$ cat config.mk
export PLATFORM = sky130hd
export DESIGN_NAME = text_buffer_scheduler_flat
export DESIGN_NICKNAME = d
export VERILOG_FILES = /design/src/rtl/text_buffer_scheduler_if.sv /design/src/rtl/text_buffer_scheduler.sv /design/src/flat_wrapper.sv
export SDC_FILE = /design/constraint.sdc
export NUM_CORES = 1
export LEC_CHECK = 0
export CORE_MARGIN = 2
export CORE_UTILIZATION = 30
export CTS_CLUSTER_DIAMETER = 40
export CTS_CLUSTER_SIZE = 28
export DETAILED_ROUTE_END_ITERATION = 16
export MAX_ROUTING_LAYER = met4
export PLACE_DENSITY = 0.58
export SYNTH_ARGS = -nofsm -noshare
export SYNTH_HDL_FRONTEND = slang
export SYNTH_SLANG_ARGS = --single-unit
export TNS_END_PERCENT = 20
$ cat constraint.sdc
create_clock -name CLOCK_50 -period 3.3 [get_ports CLOCK_50]
set_input_delay 0.66 -clock CLOCK_50 [delete_from_list [all_inputs] [get_ports CLOCK_50]]
set_output_delay 0.66 -clock CLOCK_50 [all_outputs]
set_load 0.005 [all_outputs]
$ cat src/rtl/text_buffer_scheduler_if.sv
// text_buffer_scheduler_if: CPU, bulk-operation and RAM port A signals of the text-buffer scheduler
interface text_buffer_scheduler_if #(
  parameter int LENGTH = 2400
);
  localparam int AW = $clog2(LENGTH);
  logic cpu_request;
  logic cpu_write;
  logic [AW-1:0] cpu_address;
  logic [7:0] cpu_data_in;
  logic [7:0] cpu_data_out;
  logic cpu_ready;
  logic clear_request;
  logic scroll_request;
  logic busy;
  logic [AW-1:0] ram_address;
  logic [7:0] ram_data_in;
  logic ram_write_enable;
  logic [7:0] ram_data_out;
  modport master (
    output cpu_request, cpu_write, cpu_address, cpu_data_in, clear_request, scroll_request, ram_data_out,
    input cpu_data_out, cpu_ready, busy, ram_address, ram_data_in, ram_write_enable
  );
  modport slave (
    input cpu_request, cpu_write, cpu_address, cpu_data_in, clear_request, scroll_request, ram_data_out,
    output cpu_data_out, cpu_ready, busy, ram_address, ram_data_in, ram_write_enable
  );
endinterface

$ cat src/rtl/text_buffer_scheduler.sv
// text_buffer_scheduler: arbitrates text-buffer RAM port A between CPU byte access, clear-screen and scroll-up
module text_buffer_scheduler #(
  parameter int COLUMNS = 80,
  parameter int ROWS = 30,
  parameter int LENGTH = COLUMNS * ROWS,
  parameter logic [7:0] FILL_CHAR = 8'h20
) (
  input logic CLOCK_50,
  input logic reset,
  text_buffer_scheduler_if.slave bus
);
  localparam int AW = $clog2(LENGTH);
  localparam int CW = $clog2(LENGTH + 1);
  localparam logic [2:0] IDLE = 3'd0;
  localparam logic [2:0] CPU_RD_ADDR = 3'd1;
  localparam logic [2:0] CPU_RD_DATA = 3'd2;
  localparam logic [2:0] CLEAR = 3'd3;
  localparam logic [2:0] SCROLL_RD = 3'd4;
  localparam logic [2:0] SCROLL_WR = 3'd5;
  localparam logic [2:0] SCROLL_FILL = 3'd6;
  localparam logic [CW-1:0] LAST = CW'(LENGTH - 1);
  localparam logic [CW-1:0] MOVE_LAST = CW'(LENGTH - COLUMNS - 1);
  localparam logic [CW-1:0] FILL_FIRST = CW'(LENGTH - COLUMNS);
  localparam logic [CW-1:0] COLS = CW'(COLUMNS);
  localparam logic [AW-1:0] ADDR_LAST = AW'(LENGTH - 1);
  logic [2:0] state;
  logic [CW-1:0] count;
  logic [CW-1:0] count_nx;
  logic [7:0] data_q;
  logic clear_pending;
  logic scroll_pending;
  logic start_clear;
  logic start_scroll;
  logic cpu_go;
  logic cpu_in_range;
  always_comb begin
    count_nx = count + CW'(1);
    start_clear = state == IDLE && clear_pending;
    start_scroll = state == IDLE && !clear_pending && scroll_pending;
    cpu_go = bus.cpu_request && !bus.cpu_ready;
    cpu_in_range = bus.cpu_address <= ADDR_LAST;
  end
  assign bus.ram_data_in = state == SCROLL_WR ? bus.ram_data_out : data_q;
  always_ff @(posedge CLOCK_50) begin
    if (reset) begin
      state <= IDLE;
      count <= '0;
      data_q <= '0;
      clear_pending <= 1'b0;
      scroll_pending <= 1'b0;
      bus.cpu_data_out <= '0;
      bus.cpu_ready <= 1'b0;
      bus.busy <= 1'b0;
      bus.ram_address <= '0;
      bus.ram_write_enable <= 1'b0;
    end else begin
      clear_pending <= bus.clear_request || (clear_pending && !start_clear);
      scroll_pending <= !(bus.clear_request || clear_pending) && (bus.scroll_request || (scroll_pending && !start_scroll));
      bus.cpu_ready <= 1'b0;
      case (state)
        IDLE: begin
          bus.ram_write_enable <= 1'b0;
          if (clear_pending) begin
            state <= CLEAR;
            count <= '0;
            data_q <= FILL_CHAR;
            bus.ram_address <= '0;
            bus.ram_write_enable <= 1'b1;
            bus.busy <= 1'b1;
          end else if (scroll_pending) begin
            state <= SCROLL_RD;
            count <= '0;
            bus.ram_address <= AW'(COLS);
            bus.busy <= 1'b1;
          end else if (cpu_go && bus.cpu_write) begin
            if (cpu_in_range) begin
              data_q <= bus.cpu_data_in;
              bus.ram_address <= bus.cpu_address;
              bus.ram_write_enable <= 1'b1;
            end
            bus.cpu_ready <= 1'b1;
          end else if (cpu_go) begin
            state <= CPU_RD_ADDR;
            if (cpu_in_range) bus.ram_address <= bus.cpu_address;
          end
        end
        CPU_RD_ADDR: state <= CPU_RD_DATA;
        CPU_RD_DATA: begin
          state <= IDLE;
          bus.cpu_data_out <= cpu_in_range ? bus.ram_data_out : 8'h00;
          bus.cpu_ready <= 1'b1;
        end
        CLEAR: begin
          if (count == LAST) begin
            state <= IDLE;
            bus.ram_write_enable <= 1'b0;
            bus.busy <= 1'b0;
          end else begin
            count <= count_nx;
            bus.ram_address <= AW'(count_nx);
          end
        end
        SCROLL_RD: begin
          state <= SCROLL_WR;
          bus.ram_address <= AW'(count);
          bus.ram_write_enable <= 1'b1;
        end
        SCROLL_WR: begin
          if (count == MOVE_LAST) begin
            state <= SCROLL_FILL;
            count <= FILL_FIRST;
            data_q <= FILL_CHAR;
            bus.ram_address <= AW'(FILL_FIRST);
          end else begin
            state <= SCROLL_RD;
            count <= count_nx;
            bus.ram_address <= AW'(count_nx + COLS);
            bus.ram_write_enable <= 1'b0;
          end
        end
        SCROLL_FILL: begin
          if (count == LAST) begin
            state <= IDLE;
            bus.ram_write_enable <= 1'b0;
            bus.busy <= 1'b0;
          end else begin
            count <= count_nx;
            bus.ram_address <= AW'(count_nx);
          end
        end
        default: begin
          state <= IDLE;
          bus.ram_write_enable <= 1'b0;
          bus.busy <= 1'b0;
        end
      endcase
    end
  end
endmodule

$ cat src/flat_wrapper.sv
// flat-port wrapper written by rule: the top's interface ports become plain ports
module text_buffer_scheduler_flat 
#(
  parameter int COLUMNS = 80,
  parameter int ROWS = 30,
  parameter int LENGTH = COLUMNS * ROWS,
  parameter logic [7:0] FILL_CHAR = 8'h20
)
  (CLOCK_50, reset, bus_cpu_request, bus_cpu_write, bus_cpu_address, bus_cpu_data_in, bus_clear_request, bus_scroll_request, bus_ram_data_out, bus_cpu_data_out, bus_cpu_ready, bus_busy, bus_ram_address, bus_ram_data_in, bus_ram_write_enable);
  text_buffer_scheduler_if #(.LENGTH(LENGTH)) bus_i ();
  input logic CLOCK_50;
  input logic reset;
  input wire logic [$bits(bus_i.cpu_request)-1:0] bus_cpu_request;
  input wire logic [$bits(bus_i.cpu_write)-1:0] bus_cpu_write;
  input wire logic [$bits(bus_i.cpu_address)-1:0] bus_cpu_address;
  input wire logic [$bits(bus_i.cpu_data_in)-1:0] bus_cpu_data_in;
  input wire logic [$bits(bus_i.clear_request)-1:0] bus_clear_request;
  input wire logic [$bits(bus_i.scroll_request)-1:0] bus_scroll_request;
  input wire logic [$bits(bus_i.ram_data_out)-1:0] bus_ram_data_out;
  output wire logic [$bits(bus_i.cpu_data_out)-1:0] bus_cpu_data_out;
  output wire logic [$bits(bus_i.cpu_ready)-1:0] bus_cpu_ready;
  output wire logic [$bits(bus_i.busy)-1:0] bus_busy;
  output wire logic [$bits(bus_i.ram_address)-1:0] bus_ram_address;
  output wire logic [$bits(bus_i.ram_data_in)-1:0] bus_ram_data_in;
  output wire logic [$bits(bus_i.ram_write_enable)-1:0] bus_ram_write_enable;
  assign bus_i.cpu_request = bus_cpu_request;
  assign bus_i.cpu_write = bus_cpu_write;
  assign bus_i.cpu_address = bus_cpu_address;
  assign bus_i.cpu_data_in = bus_cpu_data_in;
  assign bus_i.clear_request = bus_clear_request;
  assign bus_i.scroll_request = bus_scroll_request;
  assign bus_i.ram_data_out = bus_ram_data_out;
  assign bus_cpu_data_out = bus_i.cpu_data_out;
  assign bus_cpu_ready = bus_i.cpu_ready;
  assign bus_busy = bus_i.busy;
  assign bus_ram_address = bus_i.ram_address;
  assign bus_ram_data_in = bus_i.ram_data_in;
  assign bus_ram_write_enable = bus_i.ram_write_enable;
  text_buffer_scheduler #(.COLUMNS(COLUMNS), .ROWS(ROWS), .LENGTH(LENGTH), .FILL_CHAR(FILL_CHAR)) u_core (.CLOCK_50(CLOCK_50), .reset(reset), .bus(bus_i));
endmodule
Yosys cells after proc, flatten, opt, wreduce, memory -nomap -nowiden
Cells that the tools add are included.
{ "totals": {"register_bits": 48, "output_inout_bits": 31, "elab_cells": 104} }
{ "op_classes": {"addsub": 2, "order_cmp": 1, "n_eq_ne": 19, "n_mux": 41, "bitwise_logic": 2, "n_reduce_logical": 29} }
{ "op_table": {"columns": ["cell", "n"], "rows": [
  ["12-bit 2-to-1 mux", 10],
  ["8-bit 2-to-1 mux", 7],
  ["12-bit one-hot mux with 4 select lines", 1],
  ["12-bit one-hot mux with 3 select lines", 1],
  ["12-bit == test, second input constant", 2],
  ["8-bit one-hot mux with 2 select lines", 1],
  ["3-bit 2-to-1 mux", 5],
  ["3-bit one-hot mux with 5 select lines", 1],
  ["3-bit AND reduction", 5],
  ["12-bit by 1-bit adder with 12-bit output, second input constant", 1],
  ["12-bit by 7-bit adder with 12-bit output, second input constant", 1],
  ["12-bit less-or-equal comparator, second input constant", 1],
  ["1-bit 2-to-1 mux", 11],
  ["3-bit == test, second input constant", 3],
  ["1-bit logical AND", 8],
  ["3-bit by 2-bit == test with 1-bit output, second input constant", 2],
  ["2-bit inequality test, second input constant", 3],
  ["3-bit by 1-bit inequality test with 1-bit output, second input constant", 2],
  ["3-bit by 2-bit inequality test with 1-bit output, second input constant", 2],
  ["1-bit logical NOT", 5],
  ["5-bit by 2-bit inequality test with 1-bit output, second input constant", 1],
  ["1-bit one-hot mux with 5 select lines", 1],
  ["5-bit AND reduction", 1],
  ["4-bit by 1-bit inequality test with 1-bit output, second input constant", 1],
  ["other kinds (14)", 18]
]} }

Depth between registers and ports, before layout
Gate-level depths: netlist (run 1).
{ "logic_depth": {"ltp_word": 7, "ltp_mapped": 12} }

Worst setup path before layout (run 1)
No wires, ideal clock.
{ "synth_path": {"kind": "reg-to-reg", "startpoint": "register u_core.count[0]", "endpoint": "register u_core.bus.ram_address[10]", "arrival_time_ps": 2378, "slack_ps": 852, "stages_incl_launch_ff": 12, "n_path_buf": 2, "synth_period_minus_slack_ps": 2448, "cell_sequence": "dfxtp_1 -> ha_1 -> buf_6 -> nand3_1 -> buf_2 -> xnor2_1 -> ha_1 -> a2bb2oi_1 -> o211ai_1 -> and3b_1 -> o31a_1 -> a21oi_1"} }
{ "synth_via": {"elab_chain_cells": 4, "word_cells_on_any_way": 9, "cone_classes": "add/sub (2); eq/ne (3); mux (3); reduce/logical (1)"} }
{ "synth_rtl": {"columns": ["element", "line", "text"], "rows": [
  ["start: declaration", "text_buffer_scheduler.sv:27", "logic [CW-1:0] count;"],
  ["start signal: assignment", "text_buffer_scheduler.sv:99", "count <= count_nx;"],
  ["start signal: assignment", "text_buffer_scheduler.sv:116", "count <= count_nx;"],
  ["start signal: assignment", "text_buffer_scheduler.sv:127", "count <= count_nx;"],
  ["12-bit by 1-bit adder with 12-bit output", "text_buffer_scheduler.sv:37", "count_nx = count + CW'(1);"],
  ["12-bit by 7-bit adder with 12-bit output", "text_buffer_scheduler.sv:117", "bus.ram_address <= AW'(count_nx + COLS);"],
  ["12-bit 2-to-1 mux", "text_buffer_scheduler.sv:109", "if (count == MOVE_LAST) begin"],
  ["12-bit one-hot mux with 4 select lines", "text_buffer_scheduler.sv:60", "case (state)"],
  ["end signal: assignment", "text_buffer_scheduler.sv:113", "bus.ram_address <= AW'(FILL_FIRST);"],
  ["end signal: assignment", "text_buffer_scheduler.sv:117", null],
  ["end signal: assignment", "text_buffer_scheduler.sv:128", "bus.ram_address <= AW'(count_nx);"],
  ["end: declaration", "text_buffer_scheduler_if.sv:25", "output cpu_data_out, cpu_ready, busy, ram_address, ram_data_in, ram_write_enable"]
]} }
Parallel ways exist; a longest one is shown, timed or not. The select of a mux whose other input is x is not followed.
A chain may end at the register's enable or synchronous reset.

Worst setup path in the final report (run 1)
{ "layout_path": {"startpoint": "register u_core.state[0]", "endpoint": "output port bus_ram_data_in[5]"} }
{ "layout_via": {"elab_chain_cells": 2} }
{ "layout_rtl": {"columns": ["element", "line", "text"], "rows": [
  ["start: declaration", "text_buffer_scheduler.sv:26", "logic [2:0] state;"],
  ["start signal: assignment", "text_buffer_scheduler.sv:46", "state <= IDLE;"],
  ["start signal: assignment", "text_buffer_scheduler.sv:64", "state <= CLEAR;"],
  ["start signal: assignment", "text_buffer_scheduler.sv:71", "state <= SCROLL_RD;"],
  ["3-bit == test", "text_buffer_scheduler.sv:43", "assign bus.ram_data_in = state == SCROLL_WR ? bus.ram_data_out : data_q;"],
  ["8-bit 2-to-1 mux", "text_buffer_scheduler.sv:43", null],
  ["end: declaration", "flat_wrapper.sv:24", "output wire logic [$bits(bus_i.ram_data_in)-1:0] bus_ram_data_in;"]
]} }
No other way between the ends.

==> impl_metrics.toml, run 1 <==
[synthesis]
yosysTopAreaCellShare_pct = 31.6
yosysTopAreaCell = "dfxtp_1"
syn_nets = 427
synth-seq-area-share_pct = 31.6
synth-edff-count = 0
synthFlopType = "dfxtp_1"
postSynthAreaPerCell_um2 = 7.78
yosysWarnings = 0
async_flop_share_pct = 0
synth_seq_cells = 48
ys_top_cells_by_area = "dfxtp_1 32%, nand2_1 6.7%, nor2_1 6.2%, a21oi_1 4.1%, a22oi_1 3.9%"
syn_inst = 391
netlist_area_um2 = 3040
synth.distinct_cells = 70

[clock_network]
cts_tree = "done"
cts_inserted_buffers = 5
cts_resized = 0
cts_sinks = 48
clkTransAtPathRegs_ns = 0.10
clk_path_buf_depth = 2
cts-root-buf = "clkbuf_8"
htreeDepth = 2
clock_latency_ns = 0.31
holdBufCountCts = 0
post_cts_buffers = 0

[setup_path]
cpMaxStageDelayCell = "dfxtp_1"
critPathTopFamily = "buffers and inverters"
path_cells = "nand2_1 > nor2_1 > buf_4 > nand2_1 > o21ai_0 > clkdlybuf4s50_1"
cpPeakStageDelay_ns = 0.67
crit_fanout = 16
start_kind = "flop"
cpMostUsedCell = "nand2_1"
worstPathBufferInverterCount = 2
critical_path_class = "flop to output port"
critPathCaptureType = "output port"
cp.arrival_ns = 2.20
cp.required_ns = 2.64

[layout]
layout_common_cells = "64 x clkdlybuf4s50_1, 54 x nand2_1, 50 x nor2_1"
utilization_pct = 39.6
mostFrequentLayoutCell = "clkdlybuf4s50_1"
nNetsFinal = 476
syn2layout_area_growth_pct = 27.7
fillers = 1052
stdcell_count = 574
drive_above_1_share_pct = 8.62
antenna-diode-count = 0

[timing]
timing.final.crit_share_pct = 86.6
clock_skew_ns = 0.0113
rsz0062_at_grt = "no"
tns_ns = 0
slew_headroom_pct = 44.6
period_needed_ns = 2.86
whs_ns = 0.472
max_slew.worst_pin.slew_ns = 0.825
hold_viol = 0
drv_slew = 0
fmax_mhz = 350
finalSetupViolCount = 0

[detailed_routing]
vias = 3097
drt_iter0_markers = 334
drcViolationCount = 0
via_per_inst = 5.40
antenna_left = 0
wl_um = 9490
routedWlPerCell_um = 16.5
dr.pass1.iters = 5

[place]
place_inst = 566
dp_hpwl_um = 6960
gp_routability_congestion = 0.876
port_buffers = 64

[global_route]
grt_max_degree = 21
antenna_found_initial = 0
grt_pass1_wl_um = 15600
grt.overflow.total = 0
grt_pass1_vias = 2895
gr-usage-all-layers_pct = 17.9

[power_and_ir_drop]
p_sw_share_pct = 31.5
sequentialPowerShare_pct = 39.3
p_per_area_nw_per_um2 = 464
p_sw_w = 0.000569
pwr-share-clk_pct = 29.1
intPower_w = 0.00123
peakVddDrop_uv = 284
p_leak_nw = 1.45
pwr-share-comb_pct = 31.5

[hold_path]
hp-class = "flop to flop"

[floorplan]
ios = 65
core.rowCount = 36
dieHeight_um = 105
core-area_um2 = 9820
dieWidth_um = 105
start_util_pct = 31.0
die_area_um2 = 11000

[flow_run]
drv_cap = 0

[run_status]
status = "finished, final reports clean"
path summary, 6_finish.rpt:
kind	slack, ns	cells past startpoint	to	from
setup / recovery	0.44	6	bus_ram_data_in[5]	u_core.state[0]
hold / removal	0.47	2	u_core.data_q[6]	u_core.data_q[6]
setup reg to reg	0.62	6	u_core.bus.ram_address[1]	u_core.count[0]
hold reg to reg	0.47	2	u_core.data_q[6]	u_core.data_q[6]
cell type report:
class,instances,area [µm²],share of cell area (%)
Clock inverter,3,68.8,1.77
Multi-Input combinational cell,303,1880,48.3
Inverter,9,33.8,0.870
Timing Repair Buffer,73,708,18.2
Clock buffer,5,68.8,1.77
Tap cell,133,166,4.28
Sequential cell,48,961,24.7
logic make-up after synthesis:
group | count (synthesis) | share of synthesized area (%)
buffers and inverters | 40 | 6.70
multiplexers | 8 | 2.63
AND/OR/NAND/NOR | 164 | 26.2
adder cells (fa/ha/maj) | 3 | 1.19
AO/OA/AOI/OAI | 115 | 27.9
flip-flops | 48 | 31.6
XOR/XNOR | 13 | 3.74
per-stage QoR:
| step | power, W | setup slack (ns) | cell area, µm² |
|---|---|---|---|
| 2_1_floorplan | 0.00105 | 0.852 | 3040 |
| 3_3_place_gp | 0.00129 | 0.479 | 3750 |
| 3_5_place_dp | 0.00129 | 0.441 | 3750 |
| 4_1_cts | 0.00182 | 0.436 | 3880 |
| 5_1_grt | 0.00190 | 0.213 | 3880 |
| 6_report | 0.00180 | 0.442 | 3880 |
synthesized netlist by cell type (4+ instances only):
master and number:
nand2_1 54, buf_2 13, o211ai_1 7, and3_1 4, a211oi_2 4, inv_1 8
buf_6 4, clkbuf_1 12, a222oi_1 5, nand2b_1 7, a21oi_1 25, dfxtp_1 48
xnor2_1 8, nor2_1 50, xor2_1 5, nor3_1 9, a22oi_1 16, mux2i_1 8
nand4_1 4, o21ai_0 19, o21bai_1 4, nand3_1 10
power by group through the flow:
| stage | sequential [W] | combinational (W) | clock, W |
|---|---|---|---|
| after floorplan | 0.000695 | 0.000353 | 0 |
| after global placement | 0.000720 | 0.000567 | 0 |
| after detailed placement | 0.000722 | 0.000567 | 0 |
| after CTS | 0.000710 | 0.000570 | 0.000537 |
| after global routing | 0.000721 | 0.000621 | 0.000561 |
| final | 0.000709 | 0.000569 | 0.000525 |
registers in the layout, indices dropped and copies added, names as in the netlist:
signal and count:
u_core.bus.busy 1, u_core.bus.cpu_data_out 8, u_core.bus.cpu_ready 1, u_core.bus.ram_address 12, u_core.bus.ram_write_enable 1, u_core.clear_pending 1, u_core.count 12, u_core.data_q 8
u_core.scroll_pending 1, u_core.state 3
worst reg2reg max path: cells and delay by family (launching register included):
kind            cells  cell delay (ns)
compound gates      3             0.91
fa+ha+maj           1             0.43
flops               1             0.51
simple gates        2             0.72
routing by layer:
layer	share of wire, %	GRT usage (%)	up-vias	routed length (µm)
met5	0	-	-	0
met1	46	23.3	1475	4360
met3	5.0	2.31	7	479
li1	-	-	1521	-
met2	48	29.6	94	4550
met4	1.1	4.00	0	107
No activity file was read; power rests on OpenSTA's default activity.
==> inputs of run 2 (changes only) <==
==> constraint.sdc (replaced) <==
create_clock -name CLOCK_50 -period 2.67 [get_ports CLOCK_50]
set_input_delay 0.534 -clock CLOCK_50 [delete_from_list [all_inputs] [get_ports CLOCK_50]]
set_output_delay 0.534 -clock CLOCK_50 [all_outputs]
set_load 0.005 [all_outputs]
==> run 2 against run 1 <==
Via count increased by 2.3%. Non-clock buffer count increased by 18. Combinational power increased by 34%. Setup slack got worse by 0.22 ns. Largest power group unchanged.
==> impl_metrics.toml, run 2 (synthesis results as in run 1) <==
[layout]
reg_top3 = "u_core.bus.ram_address: 12 flops, u_core.count: 12 flops"
nNetsFinal = 494
stdcell_count = 592
mostFrequentLayoutCell = "clkdlybuf4s50_1"
layout_common_cells = "64 x clkdlybuf4s50_1, 54 x nand2_1, 50 x nor2_1"
layout.area.seq_um2 = 963
fillers = 1038
syn2layout_area_growth_pct = 32.6
multi_input_area_um2 = 1880
utilization_pct = 41.1
drive_above_1_share_pct = 12.6
antenna-diode-count = 0

[global_route]
grt_pass1_wl_um = 16000
gr-usage-all-layers_pct = 18.3
grt.overflow.total = 0
grt_max_degree = 18
grt_pass1_vias = 3035
antenna_found_initial = 0

[setup_path]
critical_path_class = "flop to output port"
reg2reg_slack_ns = 0.27
cp.arrival_ns = 1.92
crit_fanout = 15
critPathCaptureType = "output port"
r2r_cells = 11
start_kind = "flop"
r2r-end = "u_core.bus.ram_address[10]"
r2r-start = "u_core.count[2]"
cp.required_ns = 2.14

[clock_network]
cts_tree = "done"
holdBufCountCts = 0
cts_sinks = 48
htreeDepth = 2
post_cts_buffers = 0
cts-root-buf = "clkbuf_8"
clk_path_buf_depth = 2
cts_resized = 0
cts_inserted_buffers = 5
clkTransAtPathRegs_ns = 0.10
clock_latency_ns = 0.31

[timing]
finalSetupViolCount = 0
rsz0062_at_grt = "no"
max_slew.worst_pin.slew_ns = 0.583
fmax_mhz = 408
period_needed_ns = 2.45
timing.final.crit_share_pct = 91.8
drv_slew = 0
hold_viol = 0
tns_ns = 0
clock_skew_ns = 0.00847
slew_headroom_pct = 61.0

[place]
gp_routability_congestion = 0.870
port_buffers = 64
dp_hpwl_um = 7190
place_inst = 584

[hold_path]
min_to = "u_core.data_q[3]"
hold_path_startpoint = "u_core.data_q[3]"
whs_path_depth = 2
hp-class = "flop to flop"

[detailed_routing]
vias = 3168
drcViolationCount = 0
dr.pass1.iters = 5
routedWlPerCell_um = 16.3
via_per_inst = 5.35
wl_um = 9640
antenna_left = 0
drt_iter0_markers = 233

[power_and_ir_drop]
total_power_w = 0.00228
peakVddDrop_uv = 244
p_leak_nw = 1.55
p_per_area_nw_per_um2 = 566

[floorplan]
dieHeight_um = 105
start_util_pct = 31.0
core.rowCount = 36
dieWidth_um = 105
core-area_um2 = 9820
ios = 65
die_area_um2 = 11000

[run_status]
status = "finished, final reports clean"

[flow_run]
drv_cap = 0
[run 2: changes by cell type in the layout (fill, tap and decap cells not counted), sizes merged]
cell | previous run | this run
buf | 9 | 27
[run 2: area by class of cell]
type / instances / area share [%]
Clock buffer: 5 / 1.71
Sequential cell: 48 / 23.9
Multi-Input combinational cell: 303 / 46.5
Tap cell: 133 / 4.12
Timing Repair Buffer: 91 / 21.2
Inverter: 9 / 0.837
Clock inverter: 3 / 1.71
[run 2: worst max-delay path by stage]
| stage | start | endpoint | slack [ns] | cells after the start |
|---|---|---|---|---|
| CTS | u_core.count[0] | u_core.bus.ram_address[10] | 0.16 | 11 |
| floorplan | u_core.count[0] | u_core.bus.ram_address[10] | 0.22 | 11 |
| detailed placement | bus_cpu_address[5] | u_core.data_q[1] | 0.04 | 8 |
| finish | u_core.state[2] | bus_ram_data_in[5] | 0.22 | 6 |
| global placement | bus_cpu_address[5] | u_core.data_q[6] | 0.09 | 8 |
| global route | u_core.state[2] | bus_ram_data_in[5] | 0.007 | 6 |
[run 2: critical path, stage by stage (launching register included)]
cell	delay, ns
dfxtp_1	0.47
nand2_1	0.15
nor2_1	0.11
buf_4	0.22
nand2_1	0.07
o21ai_0	0.07
clkdlybuf4s50_1	0.52
[run 2: routing by layer]
metal	vias up	track usage, %	wire length, µm
met5	-	-	0
li1	1554	-	-
met2	119	29.7	4580
met3	11	2.43	474
met1	1484	24.1	4480
met4	0	4.76	111
[run 2: power by group]
group,internal [W],switching (W),total [W]
combinational,0.000383,0.000376,0.000760
sequential,0.000799,0.0000617,0.000861
clock,0.000378,0.000284,0.000662
[run 2: per-stage QoR]
| step | instance area [µm²] | setup slack, ns | hold WS, ns |
|---|---|---|---|
| finish | 4040 | 0.218 | 0.469 |
| global route | 4040 | 0.00717 | 0.492 |
| detailed placement | 3890 | 0.0407 | 0.457 |
| global placement | 3890 | 0.0927 | 0.446 |
| floorplan | 3040 | 0.222 | 0.438 |
| CTS | 4030 | 0.157 | 0.472 |
==> inputs of run 3 (changes only) <==
--- a/config.mk
+++ b/config.mk
@@ -8,7 +8,6 @@
 export CORE_MARGIN = 2
 export CORE_UTILIZATION = 30
 export CTS_CLUSTER_DIAMETER = 40
-export CTS_CLUSTER_SIZE = 28
 export DETAILED_ROUTE_END_ITERATION = 16
 export MAX_ROUTING_LAYER = met4
 export PLACE_DENSITY = 0.58
==> constraint.sdc (replaced) <==
create_clock -name CLOCK_50 -period 3.1 [get_ports CLOCK_50]
set_input_delay 0.62 -clock CLOCK_50 [delete_from_list [all_inputs] [get_ports CLOCK_50]]
set_output_delay 0.62 -clock CLOCK_50 [all_outputs]
set_load 0.005 [all_outputs]
==> run 3 against run 2 <==
Clock-buffer cell count up 1. Setup slack improved by 0.18 ns. Global-route usage shrank 0.28 points. Critical endpoint is now u_core.bus.ram_address[1]. Largest cell class unchanged.
==> impl_metrics.toml, run 3 (synthesis results as in run 1) <==
[setup_path]
critPathTopFamily = "compound AO/OA/AOI/OAI gates"
critPathCaptureType = "flop"
critical_path_class = "flop to flop"
path_cells = "ha_1 > and3_4 > a41oi_2 > nand2b_1 > a222oi_1 > a211oi_2"
cp.arrival_ns = 2.89
start_kind = "flop"
crit_fanout = 10
cp.required_ns = 3.29
worstPathBufferInverterCount = 0
cpMaxStageDelayCell = "a222oi_1"
cpPeakStageDelay_ns = 0.54

[place]
dp_hpwl_um = 6950
preCtsSetupSlack_ns = 0.247
place_inst = 568
gp_routability_congestion = 0.851
port_buffers = 64
dpl-instance-area_um2 = 3760

[timing]
slew_headroom_pct = 48.7
fmax_mhz = 370
timing.final.crit_share_pct = 87.2
worst_slack_ns = 0.396
hold_viol = 0
period_needed_ns = 2.70
finalSetupViolCount = 0
rsz0062_at_grt = "no"
drv_slew = 0
tns_ns = 0
clock_skew_ns = 0.00949
max_slew.worst_pin.slew_ns = 0.763

[detailed_routing]
antenna_left = 0
via_per_inst = 5.35
wl_um = 9430
routedWlPerCell_um = 16.4
drcViolationCount = 0
dr.pass1.iters = 5
vias = 3081
drt_iter0_markers = 246

[floorplan]
ios = 65
start_util_pct = 31.0
core.rowCount = 36
dieHeight_um = 105
die_area_um2 = 11000
dieWidth_um = 105
core-area_um2 = 9820

[global_route]
grt_pass1_vias = 2967
gr-usage-all-layers_pct = 18.0
grt_pass1_wl_um = 15700
grt_max_degree = 21
grt.overflow.total = 0
antenna_found_initial = 0

[power_and_ir_drop]
p_leak_nw = 1.46
peakVddDrop_uv = 204
p_per_area_nw_per_um2 = 478

[clock_network]
cts_sinks = 48
clkTransAtPathRegs_ns = 0.10
post_cts_buffers = 0
clock_latency_ns = 0.31
cts-root-buf = "clkbuf_8"
cts_resized = 0
cts_tree = "done"
htreeDepth = 2
cts_inserted_buffers = 5
holdBufCountCts = 0
clk_path_buf_depth = 2

[flow_run]
drv_cap = 0

[layout]
nNetsFinal = 478
drive_above_1_share_pct = 9.03
design_area_um2 = 3880
stdcell_count = 576
syn2layout_area_growth_pct = 27.6
antenna-diode-count = 0
layout_common_cells = "64 x clkdlybuf4s50_1, 54 x nand2_1, 50 x nor2_1"
reg_top3 = "u_core.bus.ram_address: 12 flops, u_core.count: 12 flops"
mostFrequentLayoutCell = "clkdlybuf4s50_1"

[run_status]
status = "finished, final reports clean"

[hold_path]
hp-class = "flop to flop"
==> run 3: layer usage <==
layer,up-vias,part of all wire (%),GRT usage (%)
met5,-,0,-
met4,0,2.6,6.86
met3,19,4.3,2.68
met2,89,48,28.1
met1,1454,45,23.7
li1,1519,-,-
==> run 3: tightest hold or removal path: cells and delay by family, from the launching register on <==
kind             cells  cell delay (ns)
flip-flops           1             0.32
multiplexers         1             0.05
AND/OR/NAND/NOR      1             0.05
==> run 3: power by group <==
group          total (W)  internal (W)  leakage, nW  switching (W)
Clock           0.000488      0.000264       0.0614       0.000224
Combinational   0.000628      0.000307         1.00       0.000321
Sequential      0.000742      0.000688        0.392      0.0000544
Total            0.00186       0.00126         1.46       0.000599
==> run 3: through the flow <==
| stage | power, W | hold slack (ns) | util (%) |
|---|---|---|---|
| finish | 0.00186 | 0.467 | 39.6 |
| global route | 0.00197 | 0.493 | 39.6 |
| CTS | 0.00188 | 0.472 | 39.6 |
| detailed placement | 0.00138 | 0.458 | 38.3 |
| global placement | 0.00138 | 0.446 | 38.3 |
| floorplan | 0.00112 | 0.438 | - |
==> run 3: final cells by class <==
class | count | area [µm²]
inverter | 9 | 33.8
clock buffer | 6 | 82.6
fill | 1073 | 5940
timing repair buffer | 75 | 723
clock inverter | 2 | 38.8
tap | 133 | 166
multi-input combinational | 303 | 1880
sequential | 48 | 961
==> run 3: worst paths after layout <==
kind	from	endpoint	slack [ns]	cells after the start
max	u_core.count[0]	u_core.bus.ram_address[1]	0.40	6
min	u_core.data_q[1]	u_core.data_q[1]	0.47	2
max reg2reg	u_core.count[0]	u_core.bus.ram_address[1]	0.40	6
min reg2reg	u_core.data_q[1]	u_core.data_q[1]	0.47	2
